`src/rtl/sme_pkg.sv`:
```
`default_nettype none
// +--------------------------------------------------------------------+
// | Module   : sme_pkg                                                 |
// | Purpose  : Shared definitions for the string-match-engine driver:  |
// |            FSM state encoding, default buffer depths and timeout,  |
// |            and a small elaboration-time helper.                    |
// | Ports    : none (package)                                          |
// | Revision : 1.0 - initial release                                   |
// +--------------------------------------------------------------------+
package sme_pkg;

  localparam int STR_MAX_DEF = 32;
  localparam int PAT_MAX_DEF = 8;
  localparam int TIMEOUT_DEF = 64;

  typedef enum logic [2:0] {
    ST_IDLE     = 3'd0,
    ST_SEND_STR = 3'd1,
    ST_SEND_PAT = 3'd2,
    ST_WAIT     = 3'd3,
    ST_DONE     = 3'd4
  } state_e;

  function automatic int max_int(input int a, input int b);
    return (a > b) ? a : b;
  endfunction

endpackage
`default_nettype wire

```
`src/rtl/sme_char_buf.sv`:
```
`default_nettype none
// +--------------------------------------------------------------------+
// | Module   : sme_char_buf                                            |
// | Purpose  : Append-only character buffer with indexed read.         |
// | Ports    : clk, reset (async, active-low)                          |
// |            clr_i     - empty the buffer (wins over wr_i)           |
// |            wr_i      - append wdata_i when not full                |
// |            rd_idx_i  - read index; reads past len return 8'h00     |
// |            rd_data_o - character at rd_idx_i                       |
// |            len_o     - number of stored characters                 |
// |            full_o    - len_o == DEPTH                              |
// | Revision : 1.0 - initial release                                   |
// +--------------------------------------------------------------------+
module sme_char_buf
  import sme_pkg::*;
#(
  parameter int DEPTH = STR_MAX_DEF,
  parameter int LW    = $clog2(DEPTH + 1)
) (
  input  logic          clk,
  input  logic          reset,
  input  logic          clr_i,
  input  logic          wr_i,
  input  logic [7:0]    wdata_i,
  input  logic [LW-1:0] rd_idx_i,
  output logic [7:0]    rd_data_o,
  output logic [LW-1:0] len_o,
  output logic          full_o
);

  localparam int AW = (DEPTH > 1) ? $clog2(DEPTH) : 1;

  logic [7:0]    mem_q [DEPTH];
  logic [LW-1:0] len_q;

  assign full_o    = (len_q == LW'(DEPTH));
  assign len_o     = len_q;
  // Guarding on len keeps stale characters from a previous fill invisible.
  assign rd_data_o = (rd_idx_i < len_q) ? mem_q[rd_idx_i[AW-1:0]] : 8'h00;

  always_ff @(posedge clk or negedge reset) begin
    if (!reset) begin
      len_q <= '0;
    end else if (clr_i) begin
      len_q <= '0;
    end else if (wr_i && !full_o) begin
      len_q <= len_q + LW'(1);
    end
  end

  // Storage needs no reset: contents are only visible below len_q.
  always_ff @(posedge clk) begin
    if (wr_i && !full_o && !clr_i) begin
      mem_q[len_q[AW-1:0]] <= wdata_i;
    end
  end

endmodule
`default_nettype wire

```
`src/rtl/sme_driver.sv`:
```
`default_nettype none
// +--------------------------------------------------------------------+
// | Module   : sme_driver                                              |
// | Purpose  : Loads a string and a pattern into local buffers, then   |
// |            streams them to a match engine and captures its result  |
// |            (or a timeout).                                         |
// | Ports    : clk, reset (async, active-low)                          |
// |            wr_str/wr_pat/wdata/buf_clr - buffer loading (IDLE only)|
// |            start/send_str              - job request               |
// |            valid/match/match_index     - engine result             |
// |            chardata/isstring/ispattern - character stream          |
// |            busy/done                   - job status                |
// |            res_match/res_index/res_timeout - captured result       |
// |            err                         - sticky error flag         |
// | Revision : 1.0 - initial release                                   |
// +--------------------------------------------------------------------+
module sme_driver
  import sme_pkg::*;
#(
  parameter int STR_MAX = STR_MAX_DEF,
  parameter int PAT_MAX = PAT_MAX_DEF,
  parameter int TIMEOUT = TIMEOUT_DEF
) (
  input  logic       clk,
  input  logic       reset,
  input  logic       wr_str,
  input  logic       wr_pat,
  input  logic [7:0] wdata,
  input  logic       buf_clr,
  input  logic       start,
  input  logic       send_str,
  input  logic       valid,
  input  logic       match,
  input  logic [4:0] match_index,
  output logic [7:0] chardata,
  output logic       isstring,
  output logic       ispattern,
  output logic       busy,
  output logic       done,
  output logic       res_match,
  output logic [4:0] res_index,
  output logic       res_timeout,
  output logic       err
);

  // One index counter serves both buffers, so it is sized for the larger.
  localparam int IW = $clog2(max_int(STR_MAX, PAT_MAX) + 1);
  localparam int TW = (TIMEOUT > 1) ? $clog2(TIMEOUT) : 1;

  state_e        state_q;
  logic [IW-1:0] idx_q;
  logic [TW-1:0] wait_cnt_q;
  logic [7:0]    chardata_q;
  logic          isstring_q;
  logic          ispattern_q;
  logic          busy_q;
  logic          done_q;
  logic          res_match_q;
  logic [4:0]    res_index_q;
  logic          res_timeout_q;
  logic          err_q;

  logic          idle;
  logic          str_wr;
  logic          pat_wr;
  logic          str_full;
  logic          pat_full;
  logic          wr_overflow;
  logic          start_ok;
  logic [IW-1:0] str_len;
  logic [IW-1:0] pat_len;
  logic [IW-1:0] str_rd_idx;
  logic [IW-1:0] pat_rd_idx;
  logic [7:0]    str_rd;
  logic [7:0]    pat_rd;

  assign idle        = (state_q == ST_IDLE);
  assign str_wr      = idle && wr_str && !buf_clr;
  assign pat_wr      = idle && wr_pat && !buf_clr;
  assign wr_overflow = (str_wr && str_full) || (pat_wr && pat_full);
  assign start_ok    = (pat_len != '0) && (!send_str || (str_len != '0));

  // Outside its own send state each buffer is addressed at 0, so the first
  // character is ready on the edge that enters that state.
  assign str_rd_idx  = (state_q == ST_SEND_STR) ? idx_q : '0;
  assign pat_rd_idx  = (state_q == ST_SEND_PAT) ? idx_q : '0;

  sme_char_buf #(.DEPTH(STR_MAX), .LW(IW)) u_str_buf (
    .clk      (clk),
    .reset    (reset),
    .clr_i    (idle && buf_clr),
    .wr_i     (str_wr),
    .wdata_i  (wdata),
    .rd_idx_i (str_rd_idx),
    .rd_data_o(str_rd),
    .len_o    (str_len),
    .full_o   (str_full)
  );

  sme_char_buf #(.DEPTH(PAT_MAX), .LW(IW)) u_pat_buf (
    .clk      (clk),
    .reset    (reset),
    .clr_i    (idle && buf_clr),
    .wr_i     (pat_wr),
    .wdata_i  (wdata),
    .rd_idx_i (pat_rd_idx),
    .rd_data_o(pat_rd),
    .len_o    (pat_len),
    .full_o   (pat_full)
  );

  // idx_q counts characters already driven in the current send state.
  always_ff @(posedge clk or negedge reset) begin
    if (!reset) begin
      state_q       <= ST_IDLE;
      idx_q         <= '0;
      wait_cnt_q    <= '0;
      chardata_q    <= 8'h00;
      isstring_q    <= 1'b0;
      ispattern_q   <= 1'b0;
      busy_q        <= 1'b0;
      done_q        <= 1'b0;
      res_match_q   <= 1'b0;
      res_index_q   <= 5'd0;
      res_timeout_q <= 1'b0;
      err_q         <= 1'b0;
    end else begin
      done_q <= 1'b0;
      if (wr_overflow) begin
        err_q <= 1'b1;
      end
      case (state_q)
        ST_IDLE: begin
          if (start) begin
            if (start_ok) begin
              res_timeout_q <= 1'b0;
              busy_q        <= 1'b1;
              idx_q         <= IW'(1);
              if (send_str) begin
                state_q    <= ST_SEND_STR;
                chardata_q <= str_rd;
                isstring_q <= 1'b1;
              end else begin
                state_q     <= ST_SEND_PAT;
                chardata_q  <= pat_rd;
                ispattern_q <= 1'b1;
              end
            end else begin
              err_q <= 1'b1;
            end
          end
        end
        ST_SEND_STR: begin
          if (idx_q == str_len) begin
            state_q     <= ST_SEND_PAT;
            chardata_q  <= pat_rd;
            isstring_q  <= 1'b0;
            ispattern_q <= 1'b1;
            idx_q       <= IW'(1);
          end else begin
            chardata_q <= str_rd;
            idx_q      <= idx_q + IW'(1);
          end
        end
        ST_SEND_PAT: begin
          if (idx_q == pat_len) begin
            state_q     <= ST_WAIT;
            chardata_q  <= 8'h00;
            ispattern_q <= 1'b0;
            idx_q       <= '0;
            wait_cnt_q  <= '0;
          end else begin
            chardata_q <= pat_rd;
            idx_q      <= idx_q + IW'(1);
          end
        end
        ST_WAIT: begin
          if (valid) begin
            res_match_q <= match;
            res_index_q <= match_index;
            done_q      <= 1'b1;
            state_q     <= ST_DONE;
          end else if (wait_cnt_q == TW'(TIMEOUT - 1)) begin
            res_timeout_q <= 1'b1;
            res_match_q   <= 1'b0;
            done_q        <= 1'b1;
            state_q       <= ST_DONE;
          end else begin
            wait_cnt_q <= wait_cnt_q + TW'(1);
          end
        end
        ST_DONE: begin
          busy_q  <= 1'b0;
          state_q <= ST_IDLE;
        end
        default: begin
          state_q <= ST_IDLE;
          busy_q  <= 1'b0;
        end
      endcase
    end
  end

  assign chardata    = chardata_q;
  assign isstring    = isstring_q;
  assign ispattern   = ispattern_q;
  assign busy        = busy_q;
  assign done        = done_q;
  assign res_match   = res_match_q;
  assign res_index   = res_index_q;
  assign res_timeout = res_timeout_q;
  assign err         = err_q;

endmodule
`default_nettype wire

```
`config.mk`:
```
export PLATFORM = sky130hd
export DESIGN_NAME = sme_driver
export DESIGN_NICKNAME = d
export VERILOG_FILES = /design/src/rtl/sme_pkg.sv /design/src/rtl/sme_char_buf.sv /design/src/rtl/sme_driver.sv
export SDC_FILE = /design/constraint.sdc
export NUM_CORES = 1
export LEC_CHECK = 0
export BUFFER_PORTS_ARGS = -buffer_cell sky130_fd_sc_hd__buf_4
export CAP_MARGIN = 40
export CORE_MARGIN = 5
export CORE_UTILIZATION = 60
export CTS_BUF_LIST = sky130_fd_sc_hd__clkbuf_16
export DETAILED_ROUTE_END_ITERATION = 6
export PLACE_DENSITY = 0.84
export REMOVE_ABC_BUFFERS = 1
export SLEW_MARGIN = 20
export SYNTH_ARGS = -nofsm -noshare
export SYNTH_HDL_FRONTEND = slang
export SYNTH_SLANG_ARGS = --single-unit
```
`constraint.sdc`:
```
create_clock -name clk -period 3.24 [get_ports clk]
set_input_delay 0.324 -clock clk [delete_from_list [all_inputs] [get_ports clk]]
set_output_delay 0.324 -clock clk [all_outputs]
set_load 0.1 [all_outputs]
```
==> run metrics, run 1 <==
htree depth=2; setup repair bufs after CTS=0; Synth Register Bits=367; Yosys top cell area share=0.622; Final Util=0.695; Yosys warning count=0; Final Hold Viols=0; Die H=170 microns; CP Max Fanout=12; ant diodes=0; mapped cell area=0.0154 sq mm; endpoint type of the worst setup path=flip-flop; IO Count=42; post-route minimum period=3.11 ns; vias per inst=6.73; Placed Cells=1426; TritonCTS buffer count=37; clk buf depth=3; syn avg cell area=14.6 sq um; status=finished clean; RSZ-0062 raised after global routing=no; WL final=38800 microns; nets@finish=approximately 1200; Post-DRT Antenna Nets=0; synth top area cells=edfxtp_1, dfrtp_1, a221oi_1; TritonCTS sink count=367; Startpoint Class=flip-flop; crit path launch=state_q[0]$_DFFE_PN0P_; Max Clock Freq=0.321 GHz; CP arrival=3.27 ns; initial antenna violation count=0; global-route wire length before repair=58300 microns; RR Endpoint=u_str_buf.mem_q[22][1]$_DFFE_PP_; maximum VDD drop=0.000502 V; met3 wire length=4350 microns; Synth async-reset ratio=0.128; Critical R2R Launch=state_q[0]$_DFFE_PN0P_; measured slew at the worst slew-check pin=approximately 0.85 ns; core area=roughly 0.025 sq mm; vias in the first global route=approximately 10000; DRC Markers=0; Tcrit/Tclk final=0.961; crit path capture=u_str_buf.mem_q[22][1]$_DFFE_PP_; dpl hpwl=24800 microns; crit path kind=reg -> reg; Max Used Layer=met4; post-synthesis cell count=1056; reg2reg setup slack=0.13 ns; Max-slew headroom=0.432; Design Power=around 9.4 mW; met1 wire length=14400 microns; synth unique cells=67; Pleak=about 6 nW; fraction of layout cells with a size suffix above 1=0.162; Post-synth top cells=edfxtp_1, nand2_1, nor2_1; DIE WIDTH=170 microns; wire per inst=26.0 microns; Clock Latency Late Sink=0.53 ns; maxcap violations=0; count leader, synth=edfxtp_1; number of synthesized flops with an enable pin=320; worst hold margin=0.0331 ns; Die ar.=0.0290 sq mm; detailed-route via count=approximately 10000; 1st-pass router iterations=6; GRT Total Usage=0.267; Placement Rows=58; clk slew on worst S/H paths=0.06 ns; total power divided by cell area=535 mW/mm^2; buffers added on ports=41; initial core utilization=0.611; met2 WL=18800 microns; Final Skew=0.0158 ns; max incr delay on CP=0.72 ns; Synth Flop Type=edfxtp_1; CTS tree=yes; fin cells=1491; worst path cell trace=buf_4 > nor4_4 > o311a_1 > nand2_1 > nor2_1; cell taking the most area after synthesis=edfxtp_1; Iteration-0 DRC Markers=1677; CTS Root Cell=clkbuf_16; Seq/Total Area, Yosys=0.699; area grow syn2layout=13.7%; hold crit path type=in -> reg; Setup Viol. Count Final=0; global placement routability congestion=just under 1; Slew Limit Fails=0; Register-to-Register Path Depth=5; largest net degree at the start of global routing=60; TNS Setup=0 ns; slowest CP cell=nor2_1; grt total ovfl=0; CP Data Required Time=3.39 ns
==> through the flow <==
stage / area [sq um] / setup slack (ns)
final: 17600 / 0.125
after detailed placement: 16400 / 0.196
after CTS: 17600 / 0.190
after global placement: 16400 / 0.286
after floorplan: 15100 / -2.10
after global routing: 17600 / 0.00673
==> kinds of logic (layout without fill, tap and decap cells) <==
| group | count (synthesis) | after routing | synth area share |
|---|---|---|---|
| compound gates | 208 | 208 | 0.102 |
| xor+xnor | 25 | 25 | 0.0142 |
| fa+ha+maj | 17 | 17 | 0.0138 |
| buf+inv | 97 | 202 | 0.0310 |
| flops | 367 | 367 | 0.699 |
| mux | 61 | 61 | 0.0538 |
| simple gates | 281 | 281 | 0.0865 |
==> routing by layer <==
| layer | vias up | GRT usage |
|---|---|---|
| met1 | 4993 | 0.357 |
| met5 | - | 0 |
| li1 | 4283 | - |
| met2 | 668 | 0.432 |
| met4 | 0 | 0.0934 |
| met3 | 95 | 0.0678 |
==> worst max-delay path, delay by kind of cell, from the launching register on <==
family / cells / cell delay, ns
compound gates: 1 / 0.42
buf+inv: 1 / 0.27
flops: 1 / 0.53
simple gates: 3 / 1.51
==> layout make-up <==
cell class | instances | area [sq um]
clock inverter | 25 | 194
tap | 330 | 413
sequential | 367 | 10800
clock buffer | 39 | 976
fill | 1601 | 7690
multi-input combinational | 592 | 4210
timing repair buffer | 110 | 866
inverter | 28 | 110
==> state kept, by name, indices dropped and copies added, names as in the netlist, 5 cells and up <==
name and cells:
wait_cnt_q 6, u_pat_buf.len_o 6, chardata 8, res_index 5, u_str_buf.mem_q 256, idx_q 6, u_pat_buf.mem_q 64, u_str_buf.len_o 6
==> power breakdown <==
group | leakage (nW) | internal, mW | switching [mW]
clock network | 0.603 | 2.41 | 1.72
registers | 3.45 | 5.14 | 0.00146
logic | 1.99 | 0.0220 | 0.0923
total | 6.05 | 7.57 | 1.82
==> how the worst min path moves through the flow <==
stage,from,end,cells after the start,slack [ns]
2_1_floorplan,reset,busy$_DFFE_PN0P_,0,0.03
3_3_place_gp,reset,res_index[2]$_DFFE_PN0P_,1,0.37
3_5_place_dp,reset,res_index[2]$_DFFE_PN0P_,1,0.38
4_1_cts,match_index[0],res_index[0]$_DFFE_PN0P_,2,0.02
5_1_grt,match_index[0],res_index[0]$_DFFE_PN0P_,2,0.03
6_report,match_index[0],res_index[0]$_DFFE_PN0P_,2,0.03
==> cells in the final DEF, fill, tap and decap left out, types with 4 or more instances in the layout <==
master     count
a22o_1         4
nor2_1        76
inv_1         33
o21ai_0       25
nand2_2        4
buf_4        106
mux4_1         7
nor3_1        24
mux2i_1       41
xor2_1         6
nand2_1       95
nand3_1       37
o221ai_1      15
o32a_1         7
mux4_2         8
mux2_2         5
nand4_1        5
a31oi_1       10
edfxtp_1     320
clkinv_1      10
a221oi_1      70
xnor2_1       19
or3_1          7
nor2b_1        5
a21oi_1       24
clkbuf_16     39
and2_1         6
ha_1          17
dfrtp_1       46
a211oi_1      28
==> what timing repair did <==
action                     4_1_cts  5_1_grt
setup endpoints to repair        0        1
gates resized for setup          0        1
hold endpoints to repair        47        0
hold buffers                     1        0
No activity file was read; power rests on OpenSTA's default activity.
==> run 2, diff against run 1 <==
Settings changed: ABC_AREA from default to 1, GPL_TIMING_DRIVEN from default to 1.
==> run metrics, run 2 <==
status=finished with violations; failing checks=design-rule violations; post-synthesis mux area share=0.00345 (-0.0504); initial core utilization=0.608 (-0.00383); vias in the first global route=11700 (+21%); Slew Limit Fails=0 (unchanged); global placement routability congestion=1.02 (+4.8%); Die ar.=0.0306 sq mm (+5.4%); Register-to-Register Path Depth=7 (+2); DRC Markers=12 (+12); hold path endpoint=res_index[3]$_DFFE_PN0P_; Max Clock Freq=0.361 GHz (+12%); Placement Rows=60 (+3.4%); Critical R2R Launch=u_str_buf.len_o[0]$_DFFE_PN0P_; Setup WS post-layout=0.470 ns (+0.345 ns); syn avg cell area=10.9 sq um (-25%); slowest CP cell=nor2_1; Setup Viol. Count Final=0 (unchanged); core area=0.0269 sq mm (+6.4%); largest net degree at the start of global routing=75 (+25%); Combinational Power Share=0.349 (+0.337); clock power share=0.273 (-0.167); RR Endpoint=u_str_buf.mem_q[17][0]$_DFFE_PP_; hold depth=2 (unchanged); IO Count=42 (unchanged); htree depth=2 (unchanged); Iteration-0 DRC Markers=2071 (+23%); synth unique cells=44 (-34%); Die H=175 microns (+2.7%); Placed Area=0.0169 sq mm (+3.3%); Synth Register Bits=367 (unchanged); Synth Area in Adders=0.0130 (-0.000750); Startpoint Class=flip-flop; fraction of layout cells with a size suffix above 1=0.107 (-0.0545); post-synthesis xor/xnor area fraction=0.00429 (-0.00989); CTS Root Cell=clkbuf_16; nets@finish=1556 (+32%); Max-slew headroom=0.469 (+0.0364); family with the most delay on the worst path=simple AND/OR/NAND/NOR gates; worst path cell trace=inv_1 > ha_1 > nand3_1 > inv_1 > a21oi_4 > nand2_1 > nor2_1; endpoint type of the worst setup path=flip-flop; Setup WS pre-CTS=0.585 ns (+0.388 ns); sw power=6.15 mW (+240%); post-CTS sizing=0 (unchanged); Synth Flop Type=edfxtp_1; grt total ovfl=0 (unchanged); Seq pwr share=0.378 (-0.170); Post-DRT Antenna Nets=0 (unchanged); synth top area cells=edfxtp_1, nand3_1, dfrtp_1; maxcap violations=0 (unchanged); global-route wire length before repair=64900 microns (+11%); GRT Total Usage=0.268 (+0.00155); WL final=41800 microns (+7.6%); CP Data Required Time=3.40 ns (about the same); clk buf depth=3 (unchanged); WP buf/inv=2 (+1); hold crit path type=in -> reg; Final Util=0.673 (-0.0221); commonest cells after routing, fill and taps aside=edfxtp_1, nand2_1, nand3_1, nand4_1, nor2_1; crit-path most repeated cell=inv_1; Yosys warning count=0 (unchanged); count leader, synth=edfxtp_1; clk slew on worst S/H paths=0.06 ns (about the same); post-route minimum period=2.77 ns (-0.345 ns); Synth Area in Compound Gates=0.0227 (-0.0795); mapped cell area=0.0163 sq mm (+5.8%); Synth async-reset ratio=0.128 (unchanged); Design Power=15.3 mW (+63%); area grow syn2layout=10.8%; maximum VDD drop=0.00137 V (+170%); post-synthesis cell count=1497 (+42%); vias per inst=6.56 (-2.5%); wire per inst=22.1 microns (-15%); commonest non-fill, non-tap cell in the layout=edfxtp_1; ant diodes=0 (unchanged); Simple-Gate Fraction of Synth Area=0.252 (+0.165); Largest register FFs=256 (unchanged); measured slew at the worst slew-check pin=0.794 ns (-0.0544 ns); Power Internal=9.12 mW (+20%); Final Instance Area=0.0181 sq mm (+3.0%); Sw Ratio=0.403 (+0.209); number of synthesized flops with an enable pin=320 (unchanged); reg2reg setup slack=0.47 ns (+0.34 ns); Final Hold Viols=0 (unchanged); crit path kind=reg -> reg; Post-synth top cells=edfxtp_1, nand2_1, nand3_1; 1st-pass router iterations=7 (+1); DIE WIDTH=175 microns (+2.7%); CP arrival=2.93 ns (-0.34 ns); total power divided by cell area=844 mW/mm^2 (+58%); Seq/Total Area, Yosys=0.661 (-0.0380); TritonCTS buffer count=37 (unchanged); Tcrit/Tclk final=0.855 (-0.106); hold path start=match_index[3]; main combinational cell family by area after synthesis=simple AND/OR/NAND/NOR gates; TritonCTS sink count=367 (unchanged); Pleak=6.88 nW (+14%); CP Max Fanout=9 (-3); Clock Latency Late Sink=0.54 ns (about the same); dpl hpwl=25200 microns (+1.9%); detailed-route via count=12400 (+23%); TNS Setup=0 ns (unchanged); CTS tree=yes; max incr delay on CP=0.66 ns (-0.06 ns); Final Skew=0.0206 ns (+0.00474 ns); cell taking the most area after synthesis=edfxtp_1; buffers added on ports=41 (unchanged); Yosys top cell area share=0.589 (-0.0339); initial antenna violation count=0 (unchanged); RSZ-0062 raised after global routing=no
-- run 2: how the worst max path moves through the flow --
stage | from | endpoint | slack (ns) | cells after the start
floorplan | state_q[0]$_DFFE_PN0P_ | chardata[0]$_DFFE_PN0P_ | -3.41 | 9
global placement | idx_q[0]$_DFFE_PN0P_ | chardata[2]$_DFFE_PN0P_ | 0.75 | 10
detailed placement | u_str_buf.len_o[0]$_DFFE_PN0P_ | u_str_buf.mem_q[14][2]$_DFFE_PP_ | 0.58 | 7
CTS | u_str_buf.len_o[0]$_DFFE_PN0P_ | u_str_buf.mem_q[17][0]$_DFFE_PP_ | 0.57 | 7
global route | u_str_buf.len_o[0]$_DFFE_PN0P_ | u_str_buf.mem_q[17][0]$_DFFE_PP_ | 0.41 | 7
finish | u_str_buf.len_o[0]$_DFFE_PN0P_ | u_str_buf.mem_q[17][0]$_DFFE_PP_ | 0.47 | 7
-- run 2: kinds of logic after synthesis --
group | after synthesis
AOI/OAI and AO/OA | 66
xor gates and xnor gates | 8
adders and majority gates | 17
buffers and inverters | 164
DFF | 367
muxes | 5
and+or+nand+nor | 870
-- run 2: what timing repair did --
action                                  in CTS  in global routing
endpoints found under the setup margin       0                  0
setup buffers                                0                  0
hold endpoints to repair                    47                  0
hold buffers                                 1                  0
-- run 2: area by class of cell --
| class | count | area (sq um) |
|---|---|---|
| sequential | 367 | 10800 |
| clock inverter | 30 | 246 |
| inverter | 71 | 267 |
| tap | 341 | 427 |
| timing repair buffer | 74 | 603 |
| clock buffer | 37 | 926 |
| fill | 1862 | 8780 |
| multi-input combinational | 966 | 4830 |
-- run 2: per-layer routing --
layer / track usage / share of wire / vias to the layer above / wire length [microns]
met5: 0 / 0 / - / 0
met4: 0.0864 / 0.033 / 0 / 1390
met3: 0.0617 / 0.12 / 137 / 4990
met2: 0.429 / 0.48 / 907 / 20000
met1: 0.371 / 0.37 / 5903 / 15400
li1: - / - / 5432 / -
-- run 2: power groups by stage --
stage | Clock, mW | Combinational, mW | Sequential, mW
2_1_floorplan | 0 | 2.62 | 6.75
3_3_place_gp | 0 | 5.02 | 5.82
5_1_grt | 4.40 | 5.73 | 5.79
4_1_cts | 4.19 | 5.21 | 5.75
3_5_place_dp | 0 | 5.17 | 5.83
6_report | 4.16 | 5.34 | 5.77
-- run 2: per-stage QoR --
stage / instances / hold slack, ns
2_1_floorplan: 1404 / 0.0284
3_3_place_gp: 1817 / 0.370
3_5_place_dp: 1818 / 0.371
4_1_cts: 1886 / 0.0262
5_1_grt: 1886 / 0.0291
6_report: 1886 / 0.0298
==> run 3, diff against run 2 <==
Settings changed: RECOVER_POWER from default to 50.
==> run metrics, run 3 (synthesis results as in run 2) <==
status=finished with violations; failing checks=design-rule violations, max-capacitance violations, max-slew violations; RSZ-0062 raised after global routing=no; Placement Rows=60 (unchanged); GRT Total Usage=0.268 (unchanged); core area=0.0269 sq mm (unchanged); global placement routability congestion=1.02 (unchanged); measured slew at the worst slew-check pin=2.41 ns (+1.62 ns); max incr delay on CP=0.64 ns (-0.02 ns); endpoint type of the worst setup path=flip-flop; Register-to-Register Path Depth=7 (unchanged); commonest cells after routing, fill and taps aside=edfxtp_1, nand2_1, nand3_1, nand4_1, nor2_1; htree depth=2 (unchanged); hold depth=2 (unchanged); WL final=41900 microns (+0.23%); vias in the first global route=11700 (unchanged); global-route wire length before repair=64900 microns (unchanged); hold crit path type=in -> reg; total power divided by cell area=845 mW/mm^2 (+0.17%); initial antenna violation count=0 (unchanged); crit path launch=u_str_buf.len_o[0]$_DFFE_PN0P_; Slew Limit Fails=328 (+328); IO Count=42 (unchanged); Setup WS post-layout=0.494 ns (+0.0239 ns); Clock Latency Late Sink=0.54 ns (about the same); Pleak=6.81 nW (-0.99%); Tcrit/Tclk final=0.848 (-0.00737); Critical R2R Launch=u_str_buf.len_o[0]$_DFFE_PN0P_; Largest register FFs=256 (unchanged); grt total ovfl=0 (unchanged); setup repair bufs after CTS=0 (unchanged); Post-DRT Antenna Nets=0 (unchanged); family with the most delay on the worst path=simple AND/OR/NAND/NOR gates; CP Data Required Time=3.40 ns (about the same); reg2reg setup slack=0.49 ns (+0.02 ns); CTS Root Cell=clkbuf_16; DRC Markers=3 (-9); dpl hpwl=25200 microns (unchanged); DIE WIDTH=175 microns (unchanged); CP arrival=2.91 ns (-0.02 ns); Setup Viol. Count Final=0 (unchanged); CTS tree=yes; wire per inst=22.2 microns (+0.23%); TritonCTS sink count=367 (unchanged); TritonCTS buffer count=37 (unchanged); CP Max Fanout=9 (unchanged); 1st-pass router iterations=7 (unchanged); detailed-route via count=12400 (-0.22%); post-route minimum period=2.75 ns (-0.0239 ns); RR Endpoint=u_str_buf.mem_q[17][0]$_DFFE_PP_; buffers added on ports=41 (unchanged); Final Hold Viols=0 (unchanged); area of the multi-input gates=0.00483 sq mm (unchanged); crit path capture=u_str_buf.mem_q[17][0]$_DFFE_PP_; Setup WS pre-CTS=0.585 ns (unchanged); Final Util=0.671 (-0.00261); fraction of layout cells with a size suffix above 1=0.0958 (-0.0117); nets@finish=1556 (unchanged); clk slew on worst S/H paths=0.06 ns (about the same); commonest non-fill, non-tap cell in the layout=edfxtp_1; worst path cell trace=inv_1 > ha_1 > nand3_1 > inv_1 > a21oi_4 > nand2_1 > nor2_1; crit path kind=reg -> reg; Placed Area=0.0169 sq mm (unchanged); crit-path most repeated cell=inv_1; vias per inst=6.55 (-0.22%); Startpoint Class=flip-flop; Max Clock Freq=0.364 GHz (+0.87%); clk buf depth=3 (unchanged); largest net degree at the start of global routing=75 (unchanged); Iteration-0 DRC Markers=2211 (+6.8%); Die ar.=0.0306 sq mm (unchanged); maximum VDD drop=0.00137 V (about the same); area grow syn2layout=10.4%; Final Skew=0.0186 ns (-0.00198 ns); slowest CP cell=nor2_1; fin cells=1886 (unchanged); Crit path depth=7 (unchanged); maxcap violations=8 (+8); Final Instance Area=0.0180 sq mm (-0.39%); Placed Cells=1818 (unchanged); initial core utilization=0.608 (unchanged); Max-slew headroom=-0.608 (-1.08); Layout fillers=1884 (+1.2%); WP buf/inv=2 (unchanged); register area=0.0108 sq mm (unchanged); ant diodes=0 (unchanged); Die H=175 microns (unchanged)
run 3: cell count changes in the layout (fill, tap and decap cells not counted):
| cell | previous run | this run |
|---|---|---|
| buf_4 | 70 | 51 |
| clkbuf_1 | 0 | 18 |
| clkbuf_2 | 0 | 1 |
run 3: worst reg2reg max path: stages (launching register included):
cell	delay, ns
dfrtp_1	0.45
inv_1	0.15
ha_1	0.26
nand3_1	0.12
inv_1	0.10
a21oi_4	0.28
nand2_1	0.38
nor2_1	0.64
run 3: layout make-up:
class	instances	share of cell area
Clock inverter	30	0.0137
Clock buffer	37	0.0514
Inverter	71	0.0148
Tap cell	341	0.0237
Multi-Input combinational cell	966	0.268
Sequential cell	367	0.599
Timing Repair Buffer	74	0.0296
run 3: what timing repair did:
item | CTS | global route
hold buffers | 1 | 0
hold endpoints to repair | 47 | 0
resized for setup | 0 | 0
run 3: worst min path at each step:
stage | startpoint | to | slack, ns
2_1_floorplan | reset | busy$_DFFE_PN0P_ | 0.03
3_3_place_gp | reset | busy$_DFFE_PN0P_ | 0.37
3_5_place_dp | reset | busy$_DFFE_PN0P_ | 0.37
4_1_cts | match_index[3] | res_index[3]$_DFFE_PN0P_ | 0.03
5_1_grt | match_index[1] | res_index[1]$_DFFE_PN0P_ | 0.03
6_report | match_index[1] | res_index[1]$_DFFE_PN0P_ | 0.03
run 3: stage by stage:
| stage | TNS (ns) | power [mW] | hold slack (ns) |
|---|---|---|---|
| 3_5_place_dp | 0 | 11.0 | 0.371 |
| 3_3_place_gp | 0 | 10.8 | 0.370 |
| 4_1_cts | 0 | 15.2 | 0.0262 |
| 6_report | 0 | 15.2 | 0.0302 |
| 5_1_grt | 0 | 15.9 | 0.0291 |
| 2_1_floorplan | -42.58 | 9.37 | 0.0284 |
run 3: power breakdown:
group | switching, mW | internal [mW] | total, mW
clock | 1.77 | 2.41 | 4.17
sequential | 0.366 | 5.41 | 5.77
combinational | 4.03 | 1.26 | 5.29
run 3: routing by layer:
metal  vias up  global-route usage  wire length, microns
met5         -                   0                     0
met4         0              0.0864                  1490
met3       149              0.0617                  5110
met2       909               0.429                 19900
met1      5867               0.371                 15400
li1       5427                   -                     -
